File: src/rtl/dm_access_ctrl.sv
// Round-robin access controller for the word-wide data memory: two requesters,
// byte/half/word loads with extension, sub-word stores via read-modify-write.
module dm_access_ctrl #(
  parameter int ADDR_W = 10
) (
  input  logic              clk,
  input  logic              reset,
  input  logic              req0,
  input  logic              req1,
  input  logic              we0,
  input  logic              we1,
  input  logic [1:0]        size0,
  input  logic [1:0]        size1,
  input  logic              sext0,
  input  logic              sext1,
  input  logic [31:0]       addr0,
  input  logic [31:0]       addr1,
  input  logic [31:0]       wdata0,
  input  logic [31:0]       wdata1,
  output logic              ack0,
  output logic              ack1,
  output logic              err,
  output logic [31:0]       rdata,
  output logic              busy,
  output logic [ADDR_W-1:0] mem_addr,
  output logic              mem_we,
  output logic [31:0]       mem_wdata,
  input  logic [31:0]       mem_rdata
);

  typedef enum logic [1:0] {
    S_IDLE,
    S_ACCESS,
    S_MERGE,
    S_RESP
  } state_e;

  typedef enum logic [1:0] {
    SZ_BYTE = 2'b00,
    SZ_HALF = 2'b01,
    SZ_WORD = 2'b10,
    SZ_BAD  = 2'b11
  } size_e;

  state_e      state;
  logic        last_grant;
  logic        port_q;
  logic        we_q;
  size_e       size_q;
  logic        sext_q;
  logic [1:0]  lane_q;
  logic [31:0] wdata_q;
  logic        mem_we_q;

  logic        grant_valid;
  logic        grant_port;
  logic        sel_we;
  size_e       sel_size;
  logic        sel_sext;
  logic [31:0] sel_addr;
  logic [31:0] sel_wdata;
  logic        sel_illegal;

  function automatic logic req_illegal(input size_e size, input logic [31:0] addr);
    logic bad;
    bad = (addr[31:ADDR_W+2] != '0);
    case (size)
      SZ_HALF: bad = bad | addr[0];
      SZ_WORD: bad = bad | (addr[1:0] != 2'b00);
      SZ_BAD:  bad = 1'b1;
      default: ;
    endcase
    return bad;
  endfunction

  function automatic logic [31:0] load_extend(input logic [31:0] word, input size_e size,
                                              input logic sext, input logic [1:0] lane);
    logic [7:0]  b;
    logic [15:0] h;
    b = word[{lane, 3'b000} +: 8];
    h = word[{lane[1], 4'b0000} +: 16];
    case (size)
      SZ_BYTE: return {{24{sext & b[7]}}, b};
      SZ_HALF: return {{16{sext & h[15]}}, h};
      default: return word;
    endcase
  endfunction

  function automatic logic [31:0] store_merge(input logic [31:0] word, input logic [31:0] data,
                                              input size_e size, input logic [1:0] lane);
    logic [31:0] m;
    m = word;
    case (size)
      SZ_BYTE: m[{lane, 3'b000} +: 8]     = data[7:0];
      SZ_HALF: m[{lane[1], 4'b0000} +: 16] = data[15:0];
      default: m = data;
    endcase
    return m;
  endfunction

  always_comb begin
    // NOTE: every signal written here gets a default first, so no latch is inferred.
    grant_valid = req0 | req1;
    grant_port  = 1'b0;
    if (req0 && req1) grant_port = ~last_grant;
    else if (!req0)   grant_port = 1'b1;
    sel_we      = grant_port ? we1 : we0;
    sel_size    = size_e'(grant_port ? size1 : size0);
    sel_sext    = grant_port ? sext1 : sext0;
    sel_addr    = grant_port ? addr1 : addr0;
    sel_wdata   = grant_port ? wdata1 : wdata0;
    sel_illegal = req_illegal(sel_size, sel_addr);
  end

  // Gating with reset keeps an in-flight write from committing on the aborting edge.
  assign mem_we = mem_we_q & ~reset;

  // The merged word is formed from mem_rdata on the ACCESS edge, so the
  // mem_wdata register doubles as the merge buffer.
  always_ff @(posedge clk) begin
    // NOTE: sequential state uses non-blocking assignments so every register
    // samples pre-edge values, independent of statement order.
    if (reset) begin
      state      <= S_IDLE;
      last_grant <= 1'b1;
      port_q     <= 1'b0;
      we_q       <= 1'b0;
      size_q     <= SZ_BYTE;
      sext_q     <= 1'b0;
      lane_q     <= 2'b00;
      wdata_q    <= '0;
      ack0       <= 1'b0;
      ack1       <= 1'b0;
      err        <= 1'b0;
      rdata      <= '0;
      busy       <= 1'b0;
      mem_addr   <= '0;
      mem_we_q   <= 1'b0;
      mem_wdata  <= '0;
    end else begin
      case (state)
        S_IDLE: begin
          if (grant_valid) begin
            port_q     <= grant_port;
            we_q       <= sel_we;
            size_q     <= sel_size;
            sext_q     <= sel_sext;
            lane_q     <= sel_addr[1:0];
            wdata_q    <= sel_wdata;
            last_grant <= grant_port;
            busy       <= 1'b1;
            if (sel_illegal) begin
              err          <= 1'b1;
              {ack1, ack0} <= grant_port ? 2'b10 : 2'b01;
              state        <= S_RESP;
            end else begin
              mem_addr <= sel_addr[ADDR_W+1:2];
              if (sel_we && sel_size == SZ_WORD) begin
                mem_we_q  <= 1'b1;
                mem_wdata <= sel_wdata;
              end
              state <= S_ACCESS;
            end
          end
        end

        S_ACCESS: begin
          mem_we_q <= 1'b0;
          if (!we_q) begin
            rdata        <= load_extend(mem_rdata, size_q, sext_q, lane_q);
            {ack1, ack0} <= port_q ? 2'b10 : 2'b01;
            state        <= S_RESP;
          end else if (size_q == SZ_WORD) begin
            {ack1, ack0} <= port_q ? 2'b10 : 2'b01;
            state        <= S_RESP;
          end else begin
            mem_we_q  <= 1'b1;
            mem_wdata <= store_merge(mem_rdata, wdata_q, size_q, lane_q);
            state     <= S_MERGE;
          end
        end

        S_MERGE: begin
          mem_we_q     <= 1'b0;
          {ack1, ack0} <= port_q ? 2'b10 : 2'b01;
          state        <= S_RESP;
        end

        S_RESP: begin
          ack0  <= 1'b0;
          ack1  <= 1'b0;
          err   <= 1'b0;
          busy  <= 1'b0;
          state <= S_IDLE;
        end

        default: state <= S_IDLE;
      endcase
    end
  end

endmodule
File: config.mk
export PLATFORM = sky130hd
export DESIGN_NAME = dm_access_ctrl
export DESIGN_NICKNAME = d
export VERILOG_FILES = /design/src/rtl/dm_access_ctrl.sv
export SDC_FILE = /design/constraint.sdc
export NUM_CORES = 1
export LEC_CHECK = 0
export CORE_AREA = 4 4 129 131
export CTS_CLUSTER_SIZE = 14
export DETAILED_ROUTE_END_ITERATION = 12
export DIE_AREA = 0 0 133 135
export PLACE_DENSITY = 0.8
export SYNTH_ARGS = -nofsm -noshare
export SYNTH_HDL_FRONTEND = slang
export SYNTH_SLANG_ARGS = --single-unit
File: constraint.sdc
create_clock -name clk -period 4.09 [get_ports clk]
set_input_delay 1.0225 -clock clk [delete_from_list [all_inputs] [get_ports clk]]
set_output_delay 1.0225 -clock clk [all_outputs]
set_load 0.03 [all_outputs]
## Yosys cells after proc, flatten, opt, wreduce, memory -nomap -nowiden

Cells that the tools add are included.

| word-level totals | value |
|---|---|
| flip-flop bits (word level) | 121 |
| bits of input ports | 172 |
| output and inout bits | 79 |
| word-level logic and storage cells | 112 |

| operators by class | value |
|---|---|
| add/sub/neg operators | 2 |
| eq/ne operators | 15 |
| shift operators | 6 |
| multiplexer cells | 46 |
| bitwise gates (word level) | 10 |
| reduce and logical (&&, ||, !) cells | 17 |

Operator list:

| kind | count |
|---|---|
| two-way mux 32 bit | 7 |
| case mux 32 bit (2 select lines) | 3 |
| bitwise mux 32 bit | 2 |
| variable shift 16 x 7 -> 32 bit (first input constant) | 1 |
| variable shift 8 x 7 -> 32 bit (first input constant) | 1 |
| indexed part select 16 x 7 -> 32 bit | 1 |
| indexed part select 32 x 6 -> 16 bit | 1 |
| indexed part select 32 x 6 -> 8 bit | 1 |
| indexed part select 8 x 7 -> 32 bit | 1 |
| two-way mux 1 bit | 22 |
| nonzero test 20 bit | 1 |
| negation 5 -> 7 bit | 2 |
| inequality test 2 bit (second input constant) | 6 |
| equality test 2 bit (second input constant) | 5 |
| two-way mux 2 bit | 5 |
| AND reduction 3 bit | 3 |
| case mux 1 bit (4 select lines) | 2 |
| case mux 2 bit (4 select lines) | 1 |
| equality test 2 x 1 -> 1 bit (second input constant) | 3 |
| case mux 1 bit (3 select lines) | 2 |
| AND reduction 2 bit | 3 |
| AND reduction 6 bit | 1 |
| nonzero test 2 bit | 3 |
| zero test 2 bit | 2 |
| 8 further kinds | 17 |

## Longest topological paths before layout

| depth | value |
|---|---|
| word-level depth | 9 |
| gate-level depth with buffers | 11 |
| mapped depth without buffers | 10 |

## Least setup slack after synthesis

OpenSTA, ideal clock, no wires.

| timing path | value |
|---|---|
| path kind | input to register |
| from | input req1 |
| to | register mem_wdata[2] |
| library setup time | 121 ps |
| arrival time | 3,110 ps |
| required time | 3,969 ps |
| setup slack | 859 ps |
| cell stages on the path | 11 |
| buffers on the path | 1 |
| cells stage by stage | nand2b_1 > nand2_1 > mux2i_1 > inv_1 > ha_1 > a211oi_1 > a211oi_1 > a221oi_4 > o21ai_2 > buf_6 > mux2_4 |

| between the ends | value |
|---|---|
| elaborated cells between the ends (all ways) | 24 |
| classes of those cells | 6 x eq/ne; 10 x mux; 3 x bitwise; 5 x reduce/logical |

RTL lines:

| item | line | RTL |
|---|---|---|
| from (decl) | 9 | `input logic req1,` |
| logical AND 1 bit * | 105 | `if (req0 && req1) grant_port = ~last_grant;` |
| two-way mux 1 bit * | 105 |  |
| two-way mux 2 bit * | 108 | `sel_size = size_e'(grant_port ? size1 : size0);` |
| net sel_size[0] | 58 | `size_e sel_size;` |
| equality test 2 bit, or another cell as far along | 67 | `case (size)` |
| case mux 1 bit (3 select lines) / logical AND 1 bit (equally long branches) | 67, 158 |  |
| inequality test 2 bit (no source line) | n/a |  |
| AND reduction 6 bit (no source line) * | n/a |  |
| to (signal assigned) | 160 | `mem_wdata <= sel_wdata;` |
| to (signal assigned) | 178 | `mem_wdata <= store_merge(mem_rdata, wdata_q, size_q, lane_q);` |
| to (decl) | 27 | `output logic [31:0] mem_wdata,` |

Mark *: on every way through the listed nets, which the timed path passes. The rest lies on a longest branch. The select of a mux whose other input is x is not followed.
A chain may end at the register's enable or synchronous reset.

## Worst setup path after layout

| timing path | value |
|---|---|
| from | input req1 |
| to | register mem_wdata[22] |

Same word-level chain as after synthesis.

==> impl_metrics.yaml <==
yosys:
  synth-edff-count: 0
  synth_common_cells: "nand2_1, dfxtp_1, mux2i_1"
  synthTopCellsByArea: "dfxtp_1, mux2i_1, nand2_1"
  async_flop_share_pct: 0
  syn-num-nets: 1031
  yosysUniqueCellTypes: 53
  netlist_area_sq_um: 6890
  syn_avg_cell_area_sq_um: 8.135
  syn_inst: 847
  ys_seq_elements: 121
  synth.most_common_cell: "nand2_1"
  netlist.area_leader.share_pct: 35.16
  synth_seq_area_share_pct: 35.16
  ys_warn_count: 0
  synth.largest_area_cell: "dfxtp_1"
  ys.flop_type: "dfxtp_1"
global_routing:
  grt_overflow: 0
  grt_max_degree: 81
  grt_pass1_vias: 7215
  track_usage_pct: 27.37
  grt_pass1_wl_um: 38750
  antenna_found_initial: 1
worst_setup_path:
  reg2reg_depth: 11
  cp.arrival_ps: 3950
  cp_max_fo: 24
  worst_ep_required_time_ps: 4390
  startpoint: "req1"
  worstReg2RegEnd: "mem_wdata[22]$_SDFFE_PP0P_"
  critPathKind: "in -> reg"
  reg2reg_slack_ps: 1210
  r2r_start: "last_grant$_SDFFE_PP1P_"
  cp-endpoint: "mem_wdata[22]$_SDFFE_PP0P_"
  worstSetupEndpointType: "register"
  cp-start-kind: "input pin"
route:
  wl_per_cell_um: 19.08
  first_pass_iters: 8
  ant_nets: 0
  drt_iter0_drc: 771
  drc: 0
  wl_um: 24720
  vias: 7410
  vias_per_cell: 5.718
job:
  max_cap_viol_count: 0
clock_network:
  clock_latency_ps: 420
  clk_pin_slew_ps: 60
  h-tree-depth: 4
  numCtsBuffers: 17
  clockBufferDepth: 2
  numClockSinks: 121
  cts_setup_buffers: 0
  clockRootBuffer: "clkbuf_16"
  cts_resized: 0
  tritoncts: "built"
  hold_buffers: 0
sta:
  relSlewSlack_pct: 42.19
  drv_slew: 0
  skew_ps: 6.335
  rsz0062_at_grt: "no"
  hold_violations: 0
  finalCriticalPeriod_ps: 3650
  setup_viol: 0
  finalCritPeriodShare_pct: 89.23
  tns_ps: 0
  max_freq_mhz: 274.0
  worst_pin_slew_ps: 860.5
die:
  row_count: 46
  die_w_um: 133
  die_h_um: 135
  start_util_pct: 44.18
  fp.coreArea_sq_um: 15600
  ioPinCount: 251
  die_area_sq_um: 17960
power:
  ir_drop_v: 0.0004216
  power_leakage_nw: 4.021
  powerDensity_nw_per_um2: 678.4
  fin_total_pwr_w: 0.006921
worst_hold_path:
  hp-class: "reg -> reg"
status:
  status: "finished, final reports clean"
place:
  port_buffers: 250
  dpl.hpwl_um: 18250
  gp_congestion: 1.010
final_layout:
  layout-drive-gt1-share_pct: 8.341
  final_core_util_pct: 65.41
  fin_nets: 1250
  syn_to_final_growth_pct: 48.07
  num-fill-cells: 1304
## kinds of logic after synthesis
family          synth area share (%)
compound gates                 23.17
fa+ha+maj                      2.179
buf+inv                        4.631
flops                          35.16
mux                            14.87
simple gates                   19.99
## state kept, by name, summed over array words and instances, names as in the netlist, 2 cells and up
name       flops
size_q         2
lane_q         2
mem_addr      10
rdata         32
state          2
wdata_q       32
mem_wdata     32
## area by class of cell
class	count	area, sq um	share of cell area (%)
Timing Repair Buffer	269	2655	26.02
Clock buffer	25	525.5	5.151
Multi-Input combinational cell	644	4168	40.85
Sequential cell	121	2422	23.74
Inverter	13	48.80	0.4783
Clock inverter	7	110.1	1.079
Antenna cell	1	2.502	0.02453
Tap cell	216	270.3	2.649
## routing by layer
metal,wire length [um],vias to the layer above,share of wire [%],global-route usage [%]
li1,-,3535,-,-
met1,9849,3449,40,33.97
met2,11770,377,48,46.25
met3,2432,49,9.8,7.340
met4,671,0,2.7,9.065
met5,0,-,0,0
## metrics by stage
stage	cell area (sq um)	setup slack, ps	std cells	hold slack, ps
floorplan	6890	859.1	847	476.6
global placement	9564	208.0	1263	442.7
detailed placement	9564	99.86	1263	448.2
CTS	10200	496.4	1295	457.7
global route	10200	273.4	1296	483.7
finish	10200	440.4	1296	458.1
## layout by cell type, fill, tap and decap left out, types with 21 or more instances in the layout
| cell type | netlist | final |
|---|---|---|
| o21ai_0 | 23 | 23 |
| mux2_2 | 21 | 21 |
| nand2_1 | 161 | 161 |
| nor2_1 | 67 | 66 |
| dfxtp_1 | 121 | 121 |
| clkdlybuf4s50_1 | 0 | 249 |
| a211oi_1 | 52 | 52 |
| nor2b_1 | 32 | 31 |
| mux2i_1 | 69 | 69 |
| a21oi_1 | 57 | 57 |
## critical path, stage by stage
cell             delay [ps]
clkdlybuf4s50_1         550
nand2b_1                140
nand2_1                 170
mux2i_1                 310
inv_1                   120
ha_1                    240
a211oi_1                220
a211oi_1                110
a221oi_4                450
o21ai_4                 240
buf_12                  230
mux2i_1                 130
## how the worst min path moves through the flow
stage                                from  depth (start not counted)  slack, ps                         end
6_report       mem_wdata[30]$_SDFFE_PP0P_                          2        460  mem_wdata[30]$_SDFFE_PP0P_
5_1_grt        mem_wdata[30]$_SDFFE_PP0P_                          2        480  mem_wdata[30]$_SDFFE_PP0P_
4_1_cts            rdata[10]$_SDFFE_PP0P_                          2        460      rdata[10]$_SDFFE_PP0P_
3_5_place_dp       rdata[14]$_SDFFE_PP0P_                          2        450      rdata[14]$_SDFFE_PP0P_
3_3_place_gp       rdata[10]$_SDFFE_PP0P_                          2        440      rdata[10]$_SDFFE_PP0P_
2_1_floorplan         port_q$_SDFFE_PP0P_                          2        480         port_q$_SDFFE_PP0P_
## report_power, final
| part | switching [W] | internal [W] | leakage (nW) |
|---|---|---|---|
| Clock | 0.000530 | 0.00107 | 0.319 |
| Combinational | 0.00201 | 0.00141 | 2.71 |
| Sequential | 0.000315 | 0.00159 | 0.992 |
| Total | 0.00285 | 0.00407 | 4.02 |
No activity file was read; power rests on OpenSTA's default activity.
